<file path="config.mk">
export PLATFORM = sky130hd
export DESIGN_NAME = instruction_fetch_queue
export DESIGN_NICKNAME = d
export VERILOG_FILES = /design/src/rtl/instruction_fetch_queue.sv
export SDC_FILE = /design/constraint.sdc
export NUM_CORES = 1
export LEC_CHECK = 0
export ABC_AREA = 1
export BUFFER_PORTS_ARGS = -buffer_cell sky130_fd_sc_hd__buf_2
export CAP_MARGIN = 20
export CORE_AREA = 4 4 155 157
export DETAILED_ROUTE_END_ITERATION = 10
export DIE_AREA = 0 0 159 161
export HOLD_SLACK_MARGIN = 0.15
export PLACE_DENSITY_LB_ADDON = 0.08
export REMOVE_ABC_BUFFERS = 1
export SLEW_MARGIN = 20
export SYNTH_ARGS = -nofsm -noshare
export SYNTH_HDL_FRONTEND = slang
export SYNTH_SLANG_ARGS = --single-unit
</file>
<file path="constraint.sdc">
create_clock -name clk -period 11.8 [get_ports clk]
set_input_delay 0.59 -clock clk [delete_from_list [all_inputs] [get_ports clk]]
set_output_delay 0.59 -clock clk [all_outputs]
set_load 0.01 [all_outputs]
</file>
<file path="src/rtl/instruction_fetch_queue.sv">
// ---------------------------------------------------------------------------------------------
// instruction_fetch_queue
//
// Fetch front end for the 5-stage pipeline. Owns the fetch PC, issues one word-addressed request
// at a time to instruction memory (req/gnt/rvalid) and buffers returned instructions in a small
// FIFO presented to decode with valid/ready. Redirects flush the FIFO and discard the response of
// any request that is still in flight.
//
// Optional feature: define IFQ_BYPASS_EN to let a response go straight to instr_* in the cycle
// mem_rvalid arrives when the FIFO is empty. Without it there is no combinational path from mem_*
// to instr_*.
//
// Ports:
//   clk            clock, rising edge
//   rst            asynchronous active-low reset
//   mem_req        request valid (registered)
//   mem_addr       request word address (registered, stable until granted)
//   mem_gnt        memory accepts the request this cycle
//   mem_rvalid     response valid
//   mem_rdata      response instruction
//   instr_valid    head entry valid
//   instr          head instruction, 0 when not valid
//   instr_pc       address of the head instruction, 0 when not valid
//   instr_ready    decode accepts the head this cycle
//   redirect_valid branch taken / redirect
//   redirect_pc    new fetch address
//   queue_count    occupied FIFO entries
// ---------------------------------------------------------------------------------------------
module instruction_fetch_queue #(
    parameter int unsigned       DEPTH    = 4,
    parameter int unsigned       ADDR_W   = 32,
    parameter int unsigned       DATA_W   = 32,
    parameter logic [ADDR_W-1:0] RESET_PC = '0
) (
    input  logic                     clk,
    input  logic                     rst,
    output logic                     mem_req,
    output logic [ADDR_W-1:0]        mem_addr,
    input  logic                     mem_gnt,
    input  logic                     mem_rvalid,
    input  logic [DATA_W-1:0]        mem_rdata,
    output logic                     instr_valid,
    output logic [DATA_W-1:0]        instr,
    output logic [ADDR_W-1:0]        instr_pc,
    input  logic                     instr_ready,
    input  logic                     redirect_valid,
    input  logic [ADDR_W-1:0]        redirect_pc,
    output logic [$clog2(DEPTH):0]   queue_count
);

    localparam int unsigned     PtrW     = $clog2(DEPTH);
    localparam int unsigned     CntW     = PtrW + 1;
    localparam logic [CntW-1:0] DepthCnt = CntW'(DEPTH);

    typedef enum logic [1:0] {StIdle, StReq, StWait} state_e;

    state_e              state_q, state_d;
    logic [ADDR_W-1:0]   fetch_pc_q, fetch_pc_d;
    logic                drop_q, drop_d;
    logic                mem_req_q, mem_req_d;
    logic [ADDR_W-1:0]   mem_addr_q, mem_addr_d;
    logic [PtrW-1:0]     rd_ptr_q, rd_ptr_d;
    logic [PtrW-1:0]     wr_ptr_q, wr_ptr_d;
    logic [CntW-1:0]     count_q, count_d;

    logic [DATA_W-1:0]   fifo_data_q [DEPTH];
    logic [ADDR_W-1:0]   fifo_pc_q   [DEPTH];

    logic fifo_empty;
    logic rsp_keep;
    logic push;
    logic pop;

    assign fifo_empty = (count_q == '0);

    // A response is kept only if it belongs to the current fetch stream and no redirect is
    // flushing the queue this cycle.
    assign rsp_keep = (state_q == StWait) & mem_rvalid & ~drop_q & ~redirect_valid;
    assign pop      = ~fifo_empty & instr_ready & ~redirect_valid;

`ifdef IFQ_BYPASS_EN
    logic bypass;
    assign bypass = fifo_empty & rsp_keep;
    // A bypassed response consumed by decode never enters the FIFO.
    assign push   = rsp_keep & ~(bypass & instr_ready);
`else
    assign push   = rsp_keep;
`endif

    // Head presentation
    always_comb begin
        instr_valid = ~fifo_empty;
        instr       = fifo_empty ? '0 : fifo_data_q[rd_ptr_q];
        instr_pc    = fifo_empty ? '0 : fifo_pc_q[rd_ptr_q];
`ifdef IFQ_BYPASS_EN
        if (bypass) begin
            instr_valid = 1'b1;
            instr       = mem_rdata;
            instr_pc    = mem_addr_q;
        end
`endif
    end

    // Request FSM
    always_comb begin
        state_d    = state_q;
        fetch_pc_d = fetch_pc_q;
        drop_d     = drop_q;
        mem_req_d  = mem_req_q;
        mem_addr_d = mem_addr_q;
        unique case (state_q)
            StIdle: begin
                // A redirect in IDLE only retargets the PC; issue starts next cycle from it.
                if (redirect_valid) begin
                    fetch_pc_d = redirect_pc;
                end else if (count_q < DepthCnt) begin
                    state_d    = StReq;
                    mem_req_d  = 1'b1;
                    mem_addr_d = fetch_pc_q;
                end
            end
            StReq: begin
                if (mem_gnt) begin
                    state_d    = StWait;
                    mem_req_d  = 1'b0;
                    fetch_pc_d = fetch_pc_q + ADDR_W'(1);
                end
                // The old request still completes; its response gets thrown away.
                if (redirect_valid) begin
                    fetch_pc_d = redirect_pc;
                    drop_d     = 1'b1;
                end
            end
            StWait: begin
                if (mem_rvalid) begin
                    state_d = StIdle;
                    drop_d  = 1'b0;
                end
                // If the response returns in the redirect cycle it is already discarded by the
                // flush, so nothing is left in flight to drop.
                if (redirect_valid) begin
                    fetch_pc_d = redirect_pc;
                    drop_d     = ~mem_rvalid;
                end
            end
            default: begin
                state_d = StIdle;
            end
        endcase
    end

    // FIFO pointers and occupancy
    always_comb begin
        rd_ptr_d = rd_ptr_q;
        wr_ptr_d = wr_ptr_q;
        count_d  = count_q;
        if (redirect_valid) begin
            rd_ptr_d = '0;
            wr_ptr_d = '0;
            count_d  = '0;
        end else begin
            if (push) begin
                wr_ptr_d = wr_ptr_q + PtrW'(1);
            end
            if (pop) begin
                rd_ptr_d = rd_ptr_q + PtrW'(1);
            end
            unique case ({push, pop})
                2'b10:   count_d = count_q + CntW'(1);
                2'b01:   count_d = count_q - CntW'(1);
                default: count_d = count_q;
            endcase
        end
    end

    always_ff @(posedge clk or negedge rst) begin
        if (!rst) begin
            state_q    <= StIdle;
            fetch_pc_q <= RESET_PC;
            drop_q     <= 1'b0;
            mem_req_q  <= 1'b0;
            mem_addr_q <= RESET_PC;
            rd_ptr_q   <= '0;
            wr_ptr_q   <= '0;
            count_q    <= '0;
        end else begin
            state_q    <= state_d;
            fetch_pc_q <= fetch_pc_d;
            drop_q     <= drop_d;
            mem_req_q  <= mem_req_d;
            mem_addr_q <= mem_addr_d;
            rd_ptr_q   <= rd_ptr_d;
            wr_ptr_q   <= wr_ptr_d;
            count_q    <= count_d;
        end
    end

    // Storage needs no reset: occupancy alone decides what is visible.
    always_ff @(posedge clk) begin
        if (push) begin
            fifo_data_q[wr_ptr_q] <= mem_rdata;
            fifo_pc_q[wr_ptr_q]   <= mem_addr_q;
        end
    end

    assign mem_req     = mem_req_q;
    assign mem_addr    = mem_addr_q;
    assign queue_count = count_q;

endmodule
</file>
* After elaboration in Yosys (flattened, before gate mapping)
Memories as Yosys holds them, arrays and structs flattened.
Cells that the tools add are included.
** Cells by class
- Add/sub/neg operators :: 5
- $lt $le $gt $ge :: 1
- Eq/ne operators :: 12
- Mux-type cells :: 27
- Bitwise operators :: 9
- Reduce and logical (&&, ||, !) cells :: 14
** Operators by type and width (number)
- $mux W32 :: 5
- $pmux W32 S2 :: 1
- $add A32 B1 Y32 const B :: 1
- $mux W2 :: 8
- $ne A2 B2 Y1 const B :: 5
- $reduce_bool A2 Y1 :: 5
- $reduce_and A3 Y1 :: 3
- $mux W1 :: 8
- $reduce_and A4 Y1 :: 2
- $ne A3 B3 Y1 const B :: 2
- $pmux W2 S3 :: 1
- $pmux W3 S2 :: 1
- $and A1 B1 Y1 :: 5
- $add A2 B1 Y2 const B :: 2
- $eq A2 B1 Y1 const B :: 2
- $eq A2 B2 Y1 const B :: 2
- $not A1 Y1 :: 4
- $pmux W1 S2 :: 2
- $add A3 B1 Y3 const B :: 1
- $logic_not A3 Y1 :: 1
- $lt A3 B3 Y1 const B :: 1
- $mux W3 :: 1
- $reduce_bool A3 Y1 :: 1
- $sub A3 B1 Y3 const B :: 1
- other kinds (3) :: 3
** Word-level totals
- Flip-flop bits (word level) :: 75
- Memory bits (writable) :: 256
- Bits of input ports :: 70
- Output and inout bits :: 101
- Word-level logic and storage cells :: 78
- Memories :: 2
** Memories
- fifo_data_q :: words 4, bits a word 32, rd ports 1, clocked after Yosys merged registers in 0, wr ports 1, line 66 : logic [DATA_W-1:0] fifo_data_q [DEPTH];
- fifo_pc_q :: words 4, bits a word 32, rd ports 1, clocked after Yosys merged registers in 0, wr ports 1, line 67 : logic [ADDR_W-1:0] fifo_pc_q [DEPTH];

* Depth between registers and ports, before layout
Gate-level depths: netlist of run 1.
- Word-level depth :: 7
- Mapped depth :: 11
- Depth with buffers taken out :: 11

* Worst setup path after synthesis of run 1
No wires, ideal clock.
- Path type :: input to register
- Start point :: in mem_rvalid
- End point :: mem fifo_data_q[0][0] (enable)
- Setup time :: 0.486 ns
- Data arrival time :: 3.605 ns
- Required time :: 11.314 ns
- Setup slack :: 7.709 ns
- Cell stages on the path :: 4
- Buffers on the path :: 0
- Path through :: nand4_1 -> inv_1 -> nand2_1 -> nor2_1
** Between the ends
- Word-level cells in the longest chain between the ends :: 5
** Ends and longest elaborated chain
- start: declaration :: line 40 : input logic mem_rvalid,
- $and A1 B1 Y1 (3 in series) :: line 78 : assign rsp_keep = (state_q == StWait) & mem_rvalid & ~drop_q & ~redirect_valid;
- $mux W1 :: line 200 : if (push) begin
- $mux W1 (implied by the code) :: line 201 : fifo_data_q[wr_ptr_q] <= mem_rdata;
- end: declaration :: line 66
No other way between the ends.

* Final worst setup path of run 1
- Start point :: reg rd_ptr_q[0]
- End point :: out instr[23]
** Between the ends
- Word-level cells in the longest chain between the ends :: 2
** Ends and longest elaborated chain
- start: declaration :: line 62 : logic [PtrW-1:0] rd_ptr_q, rd_ptr_d;
- start signal: assignment :: line 192 : rd_ptr_q <= rd_ptr_d;
- $mem_v2 Z4 W32
- $mux W32 :: line 93 : instr = fifo_empty ? '0 : fifo_data_q[rd_ptr_q];
- end: declaration :: line 43 : output logic [DATA_W-1:0] instr,
No other way between the ends.

==> flow_summary.yaml, run 1 <==
global_route:
  grt_pass1_wl_um: 52430
  grt_max_degree: 97
  grt_pass1_vias: 10230
  gr-usage-all-layers_pct: 25.25
  antenna_found_initial: 5
  grt_overflow: 0
critical_path:
  reg2reg_to: "fifo_data_q[3][10]"
  cp.arrival_ps: 3120
  critPathKind: "flip-flop to output pin"
  rr_worst_depth: 7
  end_kind: "output pin"
  cp-start-kind: "flip-flop"
  r2r_start: "state_q[0]"
  r2r_slack_ps: 9050
  cp.required_ps: 11210
  worstPathMaxFanout: 96
synth:
  yosys.area.top_type: "edfxtp_1"
  synth-simple-area-share_pct: 17.08
  post-synth-top-area-fraction_pct: 54.28
  synth_top_cells_by_area: "edfxtp_1, dfrtp_1, nor2_1, o21ai_0, nand2_1"
  ys_seq_area_share_pct: 67.53
  synth_compound_area_share_pct: 9.930
  ys_async_sr_fraction_pct: 22.66
  synthXorXnorAreaFrac_pct: 0.2474
  synthFlopType: "edfxtp_1"
  synth.distinct_cells: 32
  synthMuxAreaShare_pct: 0.3180
  ys_ff_latch: 331
  synth_most_common_cell: "nor2_1"
  avgSynthCellArea_um2: 10.31
  synth_cells: 1374
  synth_top_family_by_area: "simple AND/OR/NAND/NOR gates"
  synth-edff-count: 256
  synthAdderAreaFrac_pct: 0.5831
  netlist_area_um2: 14160
  ys_warn_count: 0
  synthTopCellsByCount: "nor2_1, edfxtp_1, nand2_1, o21ai_0, a21oi_1"
clocking:
  clockBufferDepth: 3
  cts_setup_buffers: 0
  cts_tree: "built"
  postCtsResizedCells: 0
  htree_levels: 2
  cts_buffers: 35
  clock_latency_ps: 500
  hold_buffers: 0
  cts-root-buf: "clkbuf_16"
  cts.sink_count: 331
  clk_pin_slew_ps: 60
power:
  p_total_mw: 3.704
  power_density_nw_per_um2: 227.7
  leakage_nw: 6.460
  ir_drop_uv: 356.4
die:
  rows: 55
  dieArea_um2: 25600
  die_w_um: 159
  core_area_um2: 22500
  io_pins: 171
  floorplan.initialDensity_pct: 62.94
  die_h_um: 161
placed_design:
  portBuffers: 170
  dp.cells: 1774
  pre_cts_slack_ps: 8642
  gp_congestion: 0.9307
  dp_hpwl_um: 19770
route:
  wl_per_cell_um: 17.68
  ant_nets: 0
  routed_via_density: 5.566
  drc: 0
  dr.pass1.iters: 5
  vias: 10230
  drt_iter0_drc: 1015
  finalWirelength_um: 32480
final_layout:
  nets: 1602
  area_growth_pct: 14.86
  final_core_util_pct: 72.29
  drive_gt1_share_pct: 17.10
  instances_no_fill: 1837
  n_fill_cell: 1653
sta:
  finalMaxSlewViolations: 0
  clock_skew_ps: 14.55
  setup_tns_ps: 0
  finalCriticalPeriod_ps: 3705
  fin_ws_ps: 8095
  relSlewSlack_pct: 35.58
  finalSetupViolations: 0
  period_share_pct: 31.40
  max_freq_mhz: 269.9
  max_slew.worst_pin.slew_ps: 962.7
  finalHoldViolations: 0
  rsz0062_at_grt: "false"
run:
  max_cap_violations: 0
run_status:
  status: "finished clean"
worst_hold_path:
  min_path_type: "input pin to async pin"
## metal layers
metal  GRT usage, %  part of all wire [%]  routed length [µm]  vias up
met4          8.718                   2.5                 824        6
met5              0                 0.083                  27        -
met2          42.36                    48               15690      344
li1               -                     -                   -     4939
met3          4.185                   6.2                2005       72
met1          34.10                    43               13930     4864
## report_power, final
group	internal (mW)	total [mW]	leakage, nW	switching [mW]
sequential	1.44	1.62	3.22	0.180
clock	0.572	0.996	0.511	0.424
combinational	0.361	1.08	2.73	0.723
total	2.38	3.70	6.46	1.33
## kinds of logic (layout without fill, tap and decap cells)
group / count (synthesis) / after routing
flops: 331 / 331
buf+inv: 141 / 317
mux: 4 / 4
compound gates: 276 / 276
other cells: 0 / 2
fa+ha+maj: 6 / 6
simple gates: 612 / 612
xor+xnor: 4 / 4
## worst max-delay path, cell delays in order, from the launching register on
cell,delay [ps]
dfrtp_4,820
clkinv_2,540
buf_4,530
o21ai_0,380
a21oi_1,110
buf_2,180
## sequential cells by signal, indices dropped and copies added (netlist names)
signal       cells
fifo_data_q    128
fifo_pc_q      128
fetch_pc_q      32
mem_addr        32
queue_count      3
rd_ptr_q         2
state_q          2
wr_ptr_q         2
drop_q           1
mem_req          1
## cells in the final DEF, fill, tap and decap left out, types with 2 or more instances in the layout
cell type  count
o22ai_1        5
o21ai_1        6
edfxtp_1     256
nor2_2         4
buf_4         13
a31oi_1        3
clkinv_2       5
clkbuf_16     36
nand3_2        2
nand3_1       38
inv_2          6
nor2_1       347
nand2_1      204
nor2_4         8
clkinv_1       8
nand2_2        3
inv_1         65
diode_2        2
a21oi_1       76
buf_16         2
clkinv_4       2
buf_2        169
clkbuf_1       6
clkbuf_8       2
xnor2_1        2
ha_1           5
xor2_1         2
nand4_1        3
dfrtp_1       73
mux2_2         4
o21ai_0      184
inv_6          2
## cell type report
| type | instances | area, µm² | share of cell area, % |
|---|---|---|---|
| antenna | 2 | 5.005 | 0.03077 |
| clock buffer | 44 | 950.9 | 5.846 |
| clock inverter | 17 | 92.59 | 0.5692 |
| inverter | 72 | 271.5 | 1.669 |
| multi-input combinational | 902 | 4023 | 24.73 |
| sequential | 331 | 9569 | 58.83 |
| tap | 285 | 356.6 | 2.192 |
| timing repair buffer | 184 | 998.5 | 6.138 |
## per-stage QoR
stage | area [µm²] | hold slack (ps)
floorplan | 13820 | 294.4
global placement | 15160 | 486.5
detailed placement | 15220 | 490.6
CTS | 16260 | 278.7
global route | 16270 | 291.3
finish | 16270 | 231.9
## worst max path at each step
stage	startpoint	cells past startpoint	slack [ps]	endpoint
finish	rd_ptr_q[0]	5	8090	instr[23]
global route	rd_ptr_q[0]	5	7860	instr_pc[11]
CTS	rd_ptr_q[0]	5	8100	instr[23]
detailed placement	rd_ptr_q[0]	5	8640	instr[23]
global placement	rd_ptr_q[0]	5	8650	instr[23]
floorplan	rd_ptr_q[0]	3	7220	instr[0]
Note: power is estimated with default switching activity, not from simulation.
==> run 2, diff against run 1 <==
--- a/config.mk
+++ b/config.mk
@@ -5,12 +5,12 @@
 export SDC_FILE = /design/constraint.sdc
 export NUM_CORES = 1
 export LEC_CHECK = 0
-export ABC_AREA = 1
+export ABC_AREA = 0
 export BUFFER_PORTS_ARGS = -buffer_cell sky130_fd_sc_hd__buf_2
 export CAP_MARGIN = 20
-export CORE_AREA = 4 4 155 157
+export CORE_AREA = 4 4 158 160
 export DETAILED_ROUTE_END_ITERATION = 10
-export DIE_AREA = 0 0 159 161
+export DIE_AREA = 0 0 162 164
 export HOLD_SLACK_MARGIN = 0.15
 export PLACE_DENSITY_LB_ADDON = 0.08
 export REMOVE_ABC_BUFFERS = 1
==> constraint.sdc (replaced) <==
create_clock -name clk -period 3.6 [get_ports clk]
set_input_delay 0.18 -clock clk [delete_from_list [all_inputs] [get_ports clk]]
set_output_delay 0.18 -clock clk [all_outputs]
set_load 0.01 [all_outputs]
==> run 2 against run 1 <==
Hold slack worse by 19 ps. Wire length is 10% lower. Combinational power grew to 2.9 times the previous value. Critical path depth is 1 lower. Die area is 3.8% higher. Count of clock-buffer cells in the layout is 1 higher. Synthesized cell count is 42% lower. Design area is 2.0% higher. Clock power grew to 3.4 times the previous value. Total power grew to 3.3 times the previous value. Synthesized area is 4.3% lower. Non-clock buffer count is 67 higher. Critical path type unchanged. Critical endpoint is now instr[11]. Largest power group unchanged. Highest routed layer is now met4.
==> flow_summary.yaml, run 2 <==
run_status:
  status: "finished clean"
route:
  drc: 0
  ant_nets: 0
  drt_iter0_drc: 615
  routed_via_density: 5.813
  dr.pass1.iters: 5
  finalWirelength_um: 29220
  wl_per_cell_um: 21.05
  vias: 8069
final_layout:
  final_cell_mix: "edfxtp_1, buf_2, dfrtp_1"
  top_regs: "fifo_data_q: 128 flops, fifo_pc_q: 128 flops"
  layout_commonest_cell: "edfxtp_1"
  drive_gt1_share_pct: 32.02
  n_fill_cell: 1560
  area_growth_pct: 22.44
  nets: 1119
  design_area_um2: 16600
clocking:
  cts_buffers: 34
  cts-root-buf: "clkbuf_16"
  cts_tree: "built"
  clockBufferDepth: 3
  clk_pin_slew_ps: 60
  postCtsResizedCells: 0
  cts.sink_count: 331
  htree_levels: 2
  clock_latency_ps: 500
sta:
  finalMaxSlewViolations: 0
  max_slew.worst_pin.slew_ps: 1045
  relSlewSlack_pct: 30.31
  setup_tns_ps: 0
  period_share_pct: 78.28
  rsz0062_at_grt: "false"
  finalSetupViolations: 0
  max_freq_mhz: 354.9
  finalCriticalPeriod_ps: 2818
  hold_slack_ps: 212.9
  clock_skew_ps: 19.16
  fin_ws_ps: 782.0
  finalHoldViolations: 0
global_route:
  antenna_found_initial: 1
  grt_max_degree: 76
  gr-usage-all-layers_pct: 22.53
  grt_pass1_wl_um: 46370
  grt_pass1_vias: 8319
  grt_overflow: 0
die:
  dieArea_um2: 26570
  core_area_um2: 23400
  die_w_um: 162
  io_pins: 171
  die_h_um: 164
  floorplan.initialDensity_pct: 57.92
  rows: 56
critical_path:
  slowest_stage: "dfrtp_4"
  worstPathMaxFanout: 33
  cp.required_ps: 3420
  end_kind: "output pin"
  cpPeakStageDelay_ps: 900
  cp-start-kind: "flip-flop"
  r2r_slack_ps: 930
  cp.arrival_ps: 2640
  path_cells: "buf_4 > mux4_2 > and2_1 > buf_2"
  critPathKind: "flip-flop to output pin"
placed_design:
  placed_cell_area_um2: 14800
  portBuffers: 170
  pre_cts_slack_ps: 969.2
  gp_congestion: 0.8511
  dp_hpwl_um: 17720
power:
  power_density_nw_per_um2: 725.8
  ir_drop_uv: 607.8
  leakage_nw: 6.003
synth:
  avgSynthCellArea_um2: 16.90
  synth_top_cells_by_area: "edfxtp_1, dfrtp_1, mux4_2, and2_1, mux2_2"
  netlist_area_um2: 13560
  ys_async_sr_fraction_pct: 22.66
  synth_cells: 802
  post-synth-top-area-fraction_pct: 56.71
  ys_ff_latch: 331
  synthFlopType: "edfxtp_1"
  synth.distinct_cells: 55
  synth_most_common_cell: "edfxtp_1"
  synthTopCellsByCount: "edfxtp_1, dfrtp_1, and2_1, mux4_2, nand2_1"
  ys_seq_area_share_pct: 70.56
  ys_warn_count: 0
  yosys.area.top_type: "edfxtp_1"
  synth-edff-count: 256
run:
  max_cap_violations: 0
worst_hold_path:
  min_path_type: "input pin to flip-flop"
run 2: metal layers:
metal  global-route usage [%]  vias up  wire length (µm)
li1                         -     3629                 -
met1                    31.62     4078             12260
met2                    37.33      311             14490
met3                    3.814       51              1865
met4                    6.228        0               604
met5                        0        -                 0
run 2: cell families (layout without fill, tap and decap cells):
family                   count (synthesis)  after routing  share of synthesized area [%]
flip-flops                             331            331                          70.56
AND/OR/NAND/NOR                        210            210                          8.806
AO/OA/AOI/OAI                           99             99                          4.624
multiplexers                            99             99                          13.51
buffers and inverters                   53            319                          1.634
adder cells (fa/ha/maj)                  6              6                         0.6092
XOR/XNOR                                 4              4                         0.2585
other                                    0              1                              0
run 2: final cells by class:
class | count | area [µm²] | share of cell area, %
Sequential cell | 331 | 9572 | 57.67
Clock buffer | 45 | 965.9 | 5.820
Tap cell | 319 | 399.1 | 2.405
Antenna cell | 1 | 2.502 | 0.01508
Clock inverter | 16 | 133.9 | 0.8066
Inverter | 7 | 26.28 | 0.1583
Multi-Input combinational cell | 418 | 3801 | 22.90
Timing Repair Buffer | 251 | 1697 | 10.22
run 2: worst paths after layout:
kind | from | endpoint | cells after the start
worst max-delay path | rd_ptr_q[0] | instr[11] | 4
worst min-delay path | redirect_pc[22] | fetch_pc_q[22] | 4
worst max register to register | state_q[0] | fifo_pc_q[1][25] | 5
worst min register to register | mem_addr[4] | fifo_pc_q[0][4] | 0
max in group asynchronous | rst | rd_ptr_q[0] | 2
min in group asynchronous | rst | fetch_pc_q[31] | 2
run 2: report_power, final:
part / total [mW] / internal (mW) / switching, mW
combinational: 3.11 / 1.56 / 1.56
clock: 3.40 / 2.04 / 1.36
sequential: 5.53 / 4.77 / 0.767
total: 12.0 / 8.36 / 3.69
run 2: critical path: cells and delay by family (launching register included):
kind,cells,cell delay [ps]
flops,1,900
simple gates,1,170
buf+inv,2,500
mux,1,530
run 2: through the flow:
step                instances  utilization, %  power [mW]
detailed placement       1257           63.26       8.693
CTS                      1387           70.91       12.16
global placement         1257           63.26       8.571
finish                   1388           70.92       12.05
global route             1388           70.92       12.68
floorplan                 756               -       7.382
run 2: what timing repair did:
action | 4_1_cts | 5_1_grt
hold endpoints to repair | 244 | 0
endpoints found under the setup margin | 0 | 0
setup buffers | 0 | 0
hold buffers | 69 | 0
==> run 3, diff against run 2 <==
==> constraint.sdc (replaced) <==
create_clock -name clk -period 2.7 [get_ports clk]
set_input_delay 0.135 -clock clk [delete_from_list [all_inputs] [get_ports clk]]
set_output_delay 0.135 -clock clk [all_outputs]
set_load 0.01 [all_outputs]
==> run 3 against run 2 <==
Flip-flop and latch count stayed put. Worst setup slack got worse by 630 ps. Largest power group unchanged. Critical path depth is 2 higher. Hold slack improved by 120 ps.
==> flow_summary.yaml, run 3 (synthesis results as in run 2) <==
critical_path:
  cp-start-kind: "flip-flop"
  r2r_slack_ps: 160
  cpPeakStageDelay_ps: 600
  critPathKind: "flip-flop to flip-flop"
  cp_top_family: "simple AND/OR/NAND/NOR gates"
  end_kind: "flip-flop"
  worstPathMaxFanout: 6
  worstSetupStartpoint: "fetch_pc_q[1]"
  r2r_start: "fetch_pc_q[1]"
  cp.required_ps: 3140
  slowest_stage: "dlygate4sd3_1"
  cp.arrival_ps: 2980
  worstPathBufferInverterCount: 1
  path_cells: "ha_1 > nand3_2 > nor4_4 > nand3_1 > o311ai_0 > dlygate4sd3_1"
die:
  core_area_um2: 23400
  floorplan.initialDensity_pct: 57.92
  dieArea_um2: 26570
  rows: 56
  die_h_um: 164
  io_pins: 171
  die_w_um: 162
power:
  p_seq_share_pct: 44.0
  power.internal_mw: 11.42
  power_density_nw_per_um2: 975.7
  ir_drop_uv: 631.2
  power.share.clock_pct: 28.6
  leakage_nw: 6.157
  swShare_pct: 30.62
  switchingPower_mw: 5.039
  combPwrFrac_pct: 27.4
placed_design:
  pre_cts_slack_ps: 286.4
  dp_hpwl_um: 18890
  portBuffers: 170
  gp_congestion: 0.9364
clocking:
  cts_buffers: 35
  cts_tree: "built"
  cts.sink_count: 331
  clockBufferDepth: 3
  clk_pin_slew_ps: 60
  htree_levels: 2
  clock_latency_ps: 510
  cts-root-buf: "clkbuf_16"
sta:
  fin_ws_ps: 156.6
  relSlewSlack_pct: 34.67
  finalCriticalPeriod_ps: 2543
  max_freq_mhz: 393.2
  finalHoldViolations: 0
  finalMaxSlewViolations: 0
  period_share_pct: 94.20
  finalSetupViolations: 0
  clock_skew_ps: 19.58
  rsz0062_at_grt: "false"
  max_slew.worst_pin.slew_ps: 980.0
route:
  met2WireLength_um: 15010
  drc: 0
  wl_per_cell_um: 21.44
  wl_met3_um: 1867
  wl_met1_um: 12660
  routed_via_density: 5.877
  drt_iter0_drc: 719
  finalWirelength_um: 30200
  ant_nets: 0
  dr.pass1.iters: 5
  vias: 8280
  top_layer: "met4"
final_layout:
  layout_commonest_cell: "edfxtp_1"
  area_growth_pct: 24.40
  final_cell_mix: "edfxtp_1, buf_2, dfrtp_1"
  nets: 1142
  top_regs: "fifo_data_q: 128 flops, fifo_pc_q: 128 flops"
  diodes: 0
  final_core_util_pct: 72.06
  drive_gt1_share_pct: 33.39
global_route:
  grt_pass1_wl_um: 48240
  antenna_found_initial: 0
  grt_overflow: 0
  gr-usage-all-layers_pct: 23.35
  grt_max_degree: 76
  grt_pass1_vias: 8727
run:
  max_cap_violations: 0
worst_hold_path:
  min_path_type: "input pin to async pin"
run_status:
  status: "finished clean"
[run 3: worst paths after layout]
path,endpoint,depth (start not counted)
setup / recovery,fetch_pc_q[26],6
hold / removal,fetch_pc_q[31],2
min in group clk,fifo_data_q[0][10],2
setup reg to reg,fetch_pc_q[26],6
hold reg to reg,fifo_pc_q[3][3],0
max in group asynchronous,rd_ptr_q[1],2
[run 3: metrics by stage]
step | TNS [ps] | area [µm²] | hold slack, ps | power (mW) | cells
final | 0 | 16860 | 329.1 | 16.45 | 1409
after detailed placement | 0 | 14960 | 347.0 | 11.71 | 1270
after floorplan | -298680 | 13360 | -160.6 | 9.843 | 756
after global routing | 0 | 16860 | 380.3 | 17.30 | 1409
after global placement | 0 | 14960 | 339.9 | 11.56 | 1270
after CTS | 0 | 16800 | 354.6 | 16.53 | 1402
[run 3: power groups by stage]
stage / Sequential [mW] / Clock [mW] / Combinational, mW
finish: 7.25 / 4.71 / 4.50
detailed placement: 7.40 / 0 / 4.31
global placement: 7.34 / 0 / 4.22
CTS: 7.31 / 4.80 / 4.43
floorplan: 7.36 / 0 / 2.49
global route: 7.36 / 5.02 / 4.92
[run 3: timing repair]
action | CTS | global route
endpoints found under the setup margin | 0 | 4
hold buffers | 71 | 0
hold endpoints to repair | 246 | 0
setup buffers | 0 | 7
gates resized for setup | 0 | 2
[run 3: area by class of cell]
| class | count | area [µm²] |
|---|---|---|
| Clock buffer | 41 | 898.4 |
| Clock inverter | 20 | 226.5 |
| Fill cell | 1517 | 6539 |
| Inverter | 7 | 26.28 |
| Multi-Input combinational cell | 418 | 3812 |
| Sequential cell | 331 | 9572 |
| Tap cell | 319 | 399.1 |
| Timing Repair Buffer | 273 | 1929 |
[run 3: routing by layer]
metal / vias to the layer above / track usage, %
met4: 0 / 6.267
met2: 316 / 38.85
met5: - / 0
met1: 4253 / 32.69
met3: 42 / 3.990
li1: 3669 / -
